===== config.mk =====
export PLATFORM = sky130hd
export DESIGN_NAME = uart_tx_arbiter
export DESIGN_NICKNAME = d
export VERILOG_FILES = /design/src/rtl/uart_tx_arbiter.sv
export SDC_FILE = /design/constraint.sdc
export NUM_CORES = 1
export LEC_CHECK = 0
export ABC_CLOCK_PERIOD_IN_PS = 11500
export BUFFER_PORTS_ARGS = -buffer_cell sky130_fd_sc_hd__buf_4
export CAP_MARGIN = 5
export CORE_UTILIZATION = 58
export DETAILED_ROUTE_END_ITERATION = 8
export GPL_ROUTABILITY_DRIVEN = 0
export HOLD_SLACK_MARGIN = 0.05
export PLACE_DENSITY = 0.86
export SLEW_MARGIN = 25
export SYNTH_ARGS = -nofsm -noshare
export SYNTH_HDL_FRONTEND = slang
export SYNTH_SLANG_ARGS = --single-unit

===== constraint.sdc =====
create_clock -name clk -period 11.5 [get_ports clk]
set_input_delay 1.725 -clock clk [delete_from_list [all_inputs] [get_ports clk]]
set_output_delay 1.725 -clock clk [all_outputs]
set_load 0.1 [all_outputs]

===== src/rtl/uart_tx_arbiter.sv =====
// uart_tx_arbiter: shares one uart_tx serializer between NUM_REQ byte-stream
// requesters. Round-robin grant per packet, the lock is held until the byte
// flagged req_last has gone out, bytes are paced on tx_done plus GAP_TICKS
// idle cycles, and a stalled owner loses the lock after HOLD_TIMEOUT cycles.
//
// Handshake: requester i raises req_valid[i] with req_data/req_last and holds
// all three stable until it sees req_ready[i] high for one cycle; the byte is
// accepted at the clock edge that ends that cycle. req_ready is only ever high
// in SEND, for the current owner only, together with tx_start.
module uart_tx_arbiter #(
  parameter int NUM_REQ      = 4,
  parameter int GAP_TICKS    = 0,
  parameter int HOLD_TIMEOUT = 1024
) (
  input  logic                       clk,
  input  logic                       reset,
  input  logic [NUM_REQ-1:0]         req_valid,
  input  logic [8*NUM_REQ-1:0]       req_data,
  input  logic [NUM_REQ-1:0]         req_last,
  output logic [NUM_REQ-1:0]         req_ready,
  output logic                       tx_start,
  output logic [7:0]                 tx_data,
  input  logic                       tx_done,
  output logic [$clog2(NUM_REQ)-1:0] grant_id,
  output logic                       locked,
  output logic [2:0]                 dbg_state_o
);

  localparam int IDW = $clog2(NUM_REQ);
  localparam int HW  = $clog2(HOLD_TIMEOUT + 1);
  localparam logic [7:0]     GAP_LAST  = (GAP_TICKS > 0) ? 8'(GAP_TICKS - 1) : 8'd0;
  localparam logic [HW-1:0]  HOLD_LAST = HW'(HOLD_TIMEOUT - 1);
  localparam logic [IDW-1:0] LAST_ID   = IDW'(NUM_REQ - 1);

  typedef enum logic [2:0] {
    S_IDLE      = 3'd0,
    S_SEND      = 3'd1,
    S_WAIT_DONE = 3'd2,
    S_GAP       = 3'd3,
    S_HOLD      = 3'd4
  } state_t;

  state_t         state_q, state_d;
  logic [IDW-1:0] grant_q, grant_d;
  logic           locked_q, locked_d;
  logic [7:0]     tx_data_q, tx_data_d;
  logic           last_q, last_d;
  logic [7:0]     gap_q, gap_d;
  logic [HW-1:0]  hold_q, hold_d;

  logic           rr_found;
  logic [IDW-1:0] rr_winner;
  int             best_dist;
  int             cur_dist;

  logic [IDW-1:0] sel_id;
  logic [7:0]     sel_data;
  logic           sel_last;
  logic           own_valid;
  logic           post_gap;

  // Round-robin search: nearest valid requester after grant_q, wrapping.
  always_comb begin
    rr_found  = 1'b0;
    rr_winner = grant_q;
    best_dist = NUM_REQ;
    cur_dist  = 0;
    for (int i = 0; i < NUM_REQ; i++) begin
      cur_dist = i - int'(grant_q) - 1;
      if (cur_dist < 0) cur_dist = cur_dist + NUM_REQ;
      if (req_valid[i] && (cur_dist < best_dist)) begin
        rr_found  = 1'b1;
        best_dist = cur_dist;
        rr_winner = IDW'(i);
      end
    end
  end

  // Pick the byte that will be presented in SEND: the new winner when leaving
  // IDLE, otherwise the current owner. Also the owner's own valid for HOLD.
  always_comb begin
    sel_id    = (state_q == S_IDLE) ? rr_winner : grant_q;
    sel_data  = 8'h00;
    sel_last  = 1'b0;
    own_valid = 1'b0;
    for (int i = 0; i < NUM_REQ; i++) begin
      if (IDW'(i) == sel_id) begin
        sel_data = req_data[8*i +: 8];
        sel_last = req_last[i];
      end
      if (IDW'(i) == grant_q) own_valid = req_valid[i];
    end
  end

  // Next-state logic; tx_data and last flag are loaded on entry to SEND so
  // the byte is already on tx_data while tx_start is high.
  always_comb begin
    state_d   = state_q;
    grant_d   = grant_q;
    locked_d  = locked_q;
    tx_data_d = tx_data_q;
    last_d    = last_q;
    gap_d     = gap_q;
    hold_d    = hold_q;
    post_gap  = 1'b0;

    case (state_q)
      S_IDLE: begin
        if (rr_found) begin
          grant_d  = rr_winner;
          locked_d = 1'b1;
          state_d  = S_SEND;
        end
      end
      S_SEND: begin
        state_d = S_WAIT_DONE;
      end
      S_WAIT_DONE: begin
        if (tx_done) begin
          if (GAP_TICKS > 0) begin
            state_d = S_GAP;
            gap_d   = 8'd0;
          end else begin
            post_gap = 1'b1;
          end
        end
      end
      S_GAP: begin
        if (gap_q == GAP_LAST) post_gap = 1'b1;
        else                   gap_d    = gap_q + 8'd1;
      end
      S_HOLD: begin
        if (own_valid) begin
          state_d = S_SEND;
        end else if (hold_q == HOLD_LAST) begin
          locked_d = 1'b0;
          state_d  = S_IDLE;
        end else begin
          hold_d = hold_q + HW'(1);
        end
      end
      default: state_d = S_IDLE;
    endcase

    // End of the inter-byte gap: release on the last byte, chain straight into
    // the owner's next byte if it is already waiting, otherwise start holding.
    if (post_gap) begin
      gap_d = 8'd0;
      if (last_q) begin
        locked_d = 1'b0;
        state_d  = S_IDLE;
      end else if (own_valid) begin
        state_d = S_SEND;
      end else begin
        state_d = S_HOLD;
        hold_d  = '0;
      end
    end

    if ((state_q == S_HOLD) && (state_d != S_HOLD)) hold_d = '0;

    if (state_d == S_SEND) begin
      tx_data_d = sel_data;
      last_d    = sel_last;
    end
  end

  // State and datapath registers.
  always_ff @(posedge clk or posedge reset) begin
    if (reset) begin
      state_q   <= S_IDLE;
      grant_q   <= LAST_ID;
      locked_q  <= 1'b0;
      tx_data_q <= 8'h00;
      last_q    <= 1'b0;
      gap_q     <= 8'd0;
      hold_q    <= '0;
    end else begin
      state_q   <= state_d;
      grant_q   <= grant_d;
      locked_q  <= locked_d;
      tx_data_q <= tx_data_d;
      last_q    <= last_d;
      gap_q     <= gap_d;
      hold_q    <= hold_d;
    end
  end

  // SEND is exactly one cycle, so tx_start and the owner's req_ready pulse together.
  always_comb begin
    tx_start  = (state_q == S_SEND);
    req_ready = '0;
    for (int i = 0; i < NUM_REQ; i++) begin
      if ((state_q == S_SEND) && (IDW'(i) == grant_q)) req_ready[i] = 1'b1;
    end
  end

  assign tx_data     = tx_data_q;
  assign grant_id    = grant_q;
  assign locked      = locked_q;
  assign dbg_state_o = state_q;

endmodule

==> summary.md <==
| Metric | Value |
|---|---|
| Share of cells above drive strength 1 | `0.298` |
| CTS buffer count | `5` |
| Clk slew on worst S/H paths | `60 ps` |
| Initial antenna violation count | `0` |
| Largest area contributor in the netlist | `dfrtp_1` |
| WP data arrival | `5290 ps` |
| Final WL | `5.18 mm` |
| Vias/cell | `5.58` |
| Vias in the first global route | `1971` |
| Resized cells post-CTS | `0` |
| Fin. Hold Viols | `0` |
| Critical Path Slowest Stage Cell | `a31oi_4` |
| DIE AREA | `4550 sq um` |
| Syn Std Cell Area | `2480 sq um` |
| Total number of vias | `2059` |
| GRT Util Overall | `0.254` |
| Core region area | `4060 sq um` |
| Initial DRC count | `144` |
| Ys flop type | `dfrtp_1` |
| Pre-antenna DRT Iters | `4` |
| Finish-stage setup viols | `0` |
| Sequential-to-total area share from yosys stat | `0.343` |
| Post-CTS Setup Bufs | `0` |
| Yosys warns | `0` |
| Top post-synthesis cells by area | `dfrtp_1 (32%), mux2i_1 (11%), ha_1 (6.5%), mux2_2 (6.3%), nand2_1 (3.3%)` |
| WP data required | `11660 ps` |
| Top-area cell type share of the netlist area | `0.322` |
| CTS tree | `done` |
| Overall die height | `67.5 microns` |
| Synthesized flop and latch total | `34` |
| Worst Setup End Kind | `register` |
| Antenna fix cells | `0` |
| CP max FO | `19` |
| Hold Crit Class | `register to register` |
| Top Ports | `62` |
| WL per Instance | `14.0 microns` |
| Worst slew pin tran | `834 ps` |
| Routed Antenna Nets | `0` |
| Kind of critical path | `input port to register` |
| Global-route wire length before repair | `8.59 mm` |
| Largest net degree at the start of global routing | `35` |
| Number of port buffers | `61` |
| Layout area overhead | `21.2%` |
| Initial core utilization | `0.612` |
| Final net count | `374` |
| EDFF count, synth | `0` |
| Total Negative Setup Slacks | `0 ps` |
| Total gr overflow | `0` |
| Clk Latency, worst-skew pair | `280 ps` |
| Final core occ | `0.743` |
| Min Tclk post-route | `5140 ps` |
| Quantity of hold-fixing buffers added after cts | `0` |
| CTS root buf | `clkbuf_8` |
| Die width | `67.5 microns` |
| DRC | `0` |
| Netlist cell types | `56` |
| Fin crit share | `0.447` |
| Synth async-reset ratio | `1.00` |
| Row cnt | `23` |
| Outcome | `completed` |
| Rel. slew slack | `0.443` |
| Clk sinks | `34` |
| Final HPWL DP | `4.01 mm` |
| Cell count after synthesis | `256` |
| Syn avg cell area | `9.71 sq um` |
| Max Cap Viol | `0` |
| CP cell instances | `buf_4 > nor3_1 > a21oi_1 > nor2_1 > a31oi_1 > ha_1 > o211ai_1 > o2111ai_2 > and2_4 > o21ai_0 > ha_1 > o21ai_0 > a21oi_1 > a31oi_4 > mux2i_1 > mux2i_1 > mux2_2` |
| Critical path's largest stage delay | `690 ps` |
| RSZ-0062 raised after global routing | `false` |
| Final count of pins violating max slew | `0` |
| Most common cell in the netlist | `dfrtp_1` |
| Type of origin of the critical path | `input port` |
| H-tree depth | `2` |
| Longest Clk Path Bufs | `2` |
| Worst Skew | `7.02 ps` |
| Commonest cells post-synth | `dfrtp_1 (32), mux2i_1 (28), nand2_1 (22)` |
| FMAX | `0.195 GHz` |
per-stage QoR:
stage               hold WS (ps)  cells  area, sq um  setup slack [ps]
floorplan                    473    257         2490              5330
global placement             493    361         2920              6270
detailed placement           498    361         2920              6120
CTS                          511    369         3010              6370
global route                 532    369         3010              5980
finish                       511    369         3010              6360
layout by cell type (no fill, tap or decap), drive strengths merged, types with 2 or more instances in the layout:
| master | synthesis | routed |
|---|---|---|
| a21boi | 2 | 2 |
| a21oi | 12 | 12 |
| a22o | 2 | 2 |
| a22oi | 3 | 3 |
| a31oi | 3 | 3 |
| and2 | 6 | 6 |
| and3 | 2 | 2 |
| buf | 7 | 62 |
| clkbuf | 1 | 8 |
| conb | 1 | 2 |
| dfrtp | 32 | 32 |
| dfstp | 2 | 2 |
| ha | 13 | 13 |
| inv | 15 | 15 |
| mux2 | 14 | 14 |
| mux2i | 28 | 28 |
| nand2 | 22 | 22 |
| nand2b | 4 | 4 |
| nand3 | 8 | 8 |
| nand4 | 4 | 4 |
| nor2 | 21 | 21 |
| nor2b | 6 | 6 |
| nor3 | 8 | 8 |
| nor3b | 2 | 2 |
| o211ai | 2 | 2 |
| o21ai | 9 | 9 |
| o22ai | 2 | 2 |
| xnor2 | 2 | 2 |
| xor2 | 7 | 7 |
sequential cells by signal, summed over array words and instances (netlist names):
signal and count:
gap_q 8, tx_data 8, locked 1, last_q 1
grant_id 2, hold_q 11, dbg_state_o 3
critical path: cells and delay by family:
| family | cells | cell delay (ps) |
|---|---|---|
| and+or+nand+nor | 3 | 480 |
| AOI/OAI and AO/OA | 8 | 1670 |
| adders and majority gates | 2 | 560 |
| buffers and inverters | 1 | 140 |
| muxes | 3 | 710 |
layout make-up:
type	instances	area, sq um
Multi-Input combinational cell	200	1490
Fill cell	291	1040
Sequential cell	34	853
Timing Repair Buffer	62	465
Clock buffer	8	90.1
Tap cell	50	62.6
Inverter	15	56.3
worst paths after layout:
check                                        start                      end  slack [ps]  depth (start not counted)
min                         tx_data[0]$_DFFE_PP0N_   tx_data[0]$_DFFE_PP0N_         510                          1
max in group asynchronous                    reset  grant_id[1]$_DFFE_PP1P_        9640                          3
min reg2reg                 tx_data[0]$_DFFE_PP0N_   tx_data[0]$_DFFE_PP0N_         510                          1
min in group asynchronous                    reset   tx_data[2]$_DFFE_PP0N_        1530                          3
max reg2reg                grant_id[0]$_DFFE_PP1P_   tx_data[3]$_DFFE_PP0N_        6670                         17
max                                   req_valid[1]   tx_data[3]$_DFFE_PP0N_        6360                         17
metal layers:
metal / up-vias / GRT usage / part of all wire
met5: - / 0 / 0
met4: 0 / 0.0745 / 0.0089
met3: 7 / 0.0456 / 0.049
met2: 62 / 0.446 / 0.50
met1: 956 / 0.315 / 0.44
li1: 1034 / - / -
kinds of logic after synthesis:
| family | count (synthesis) | share of synthesized area |
|---|---|---|
| compound gates | 43 | 0.126 |
| xor+xnor | 9 | 0.0317 |
| flops | 34 | 0.343 |
| buf+inv | 23 | 0.0604 |
| mux | 42 | 0.176 |
| other cells | 1 | 0.00151 |
| simple gates | 91 | 0.195 |
| fa+ha+maj | 13 | 0.0655 |
Power is not shown: default switching activity piles up to over one toggle a cycle in this logic, so the estimate is an artifact.
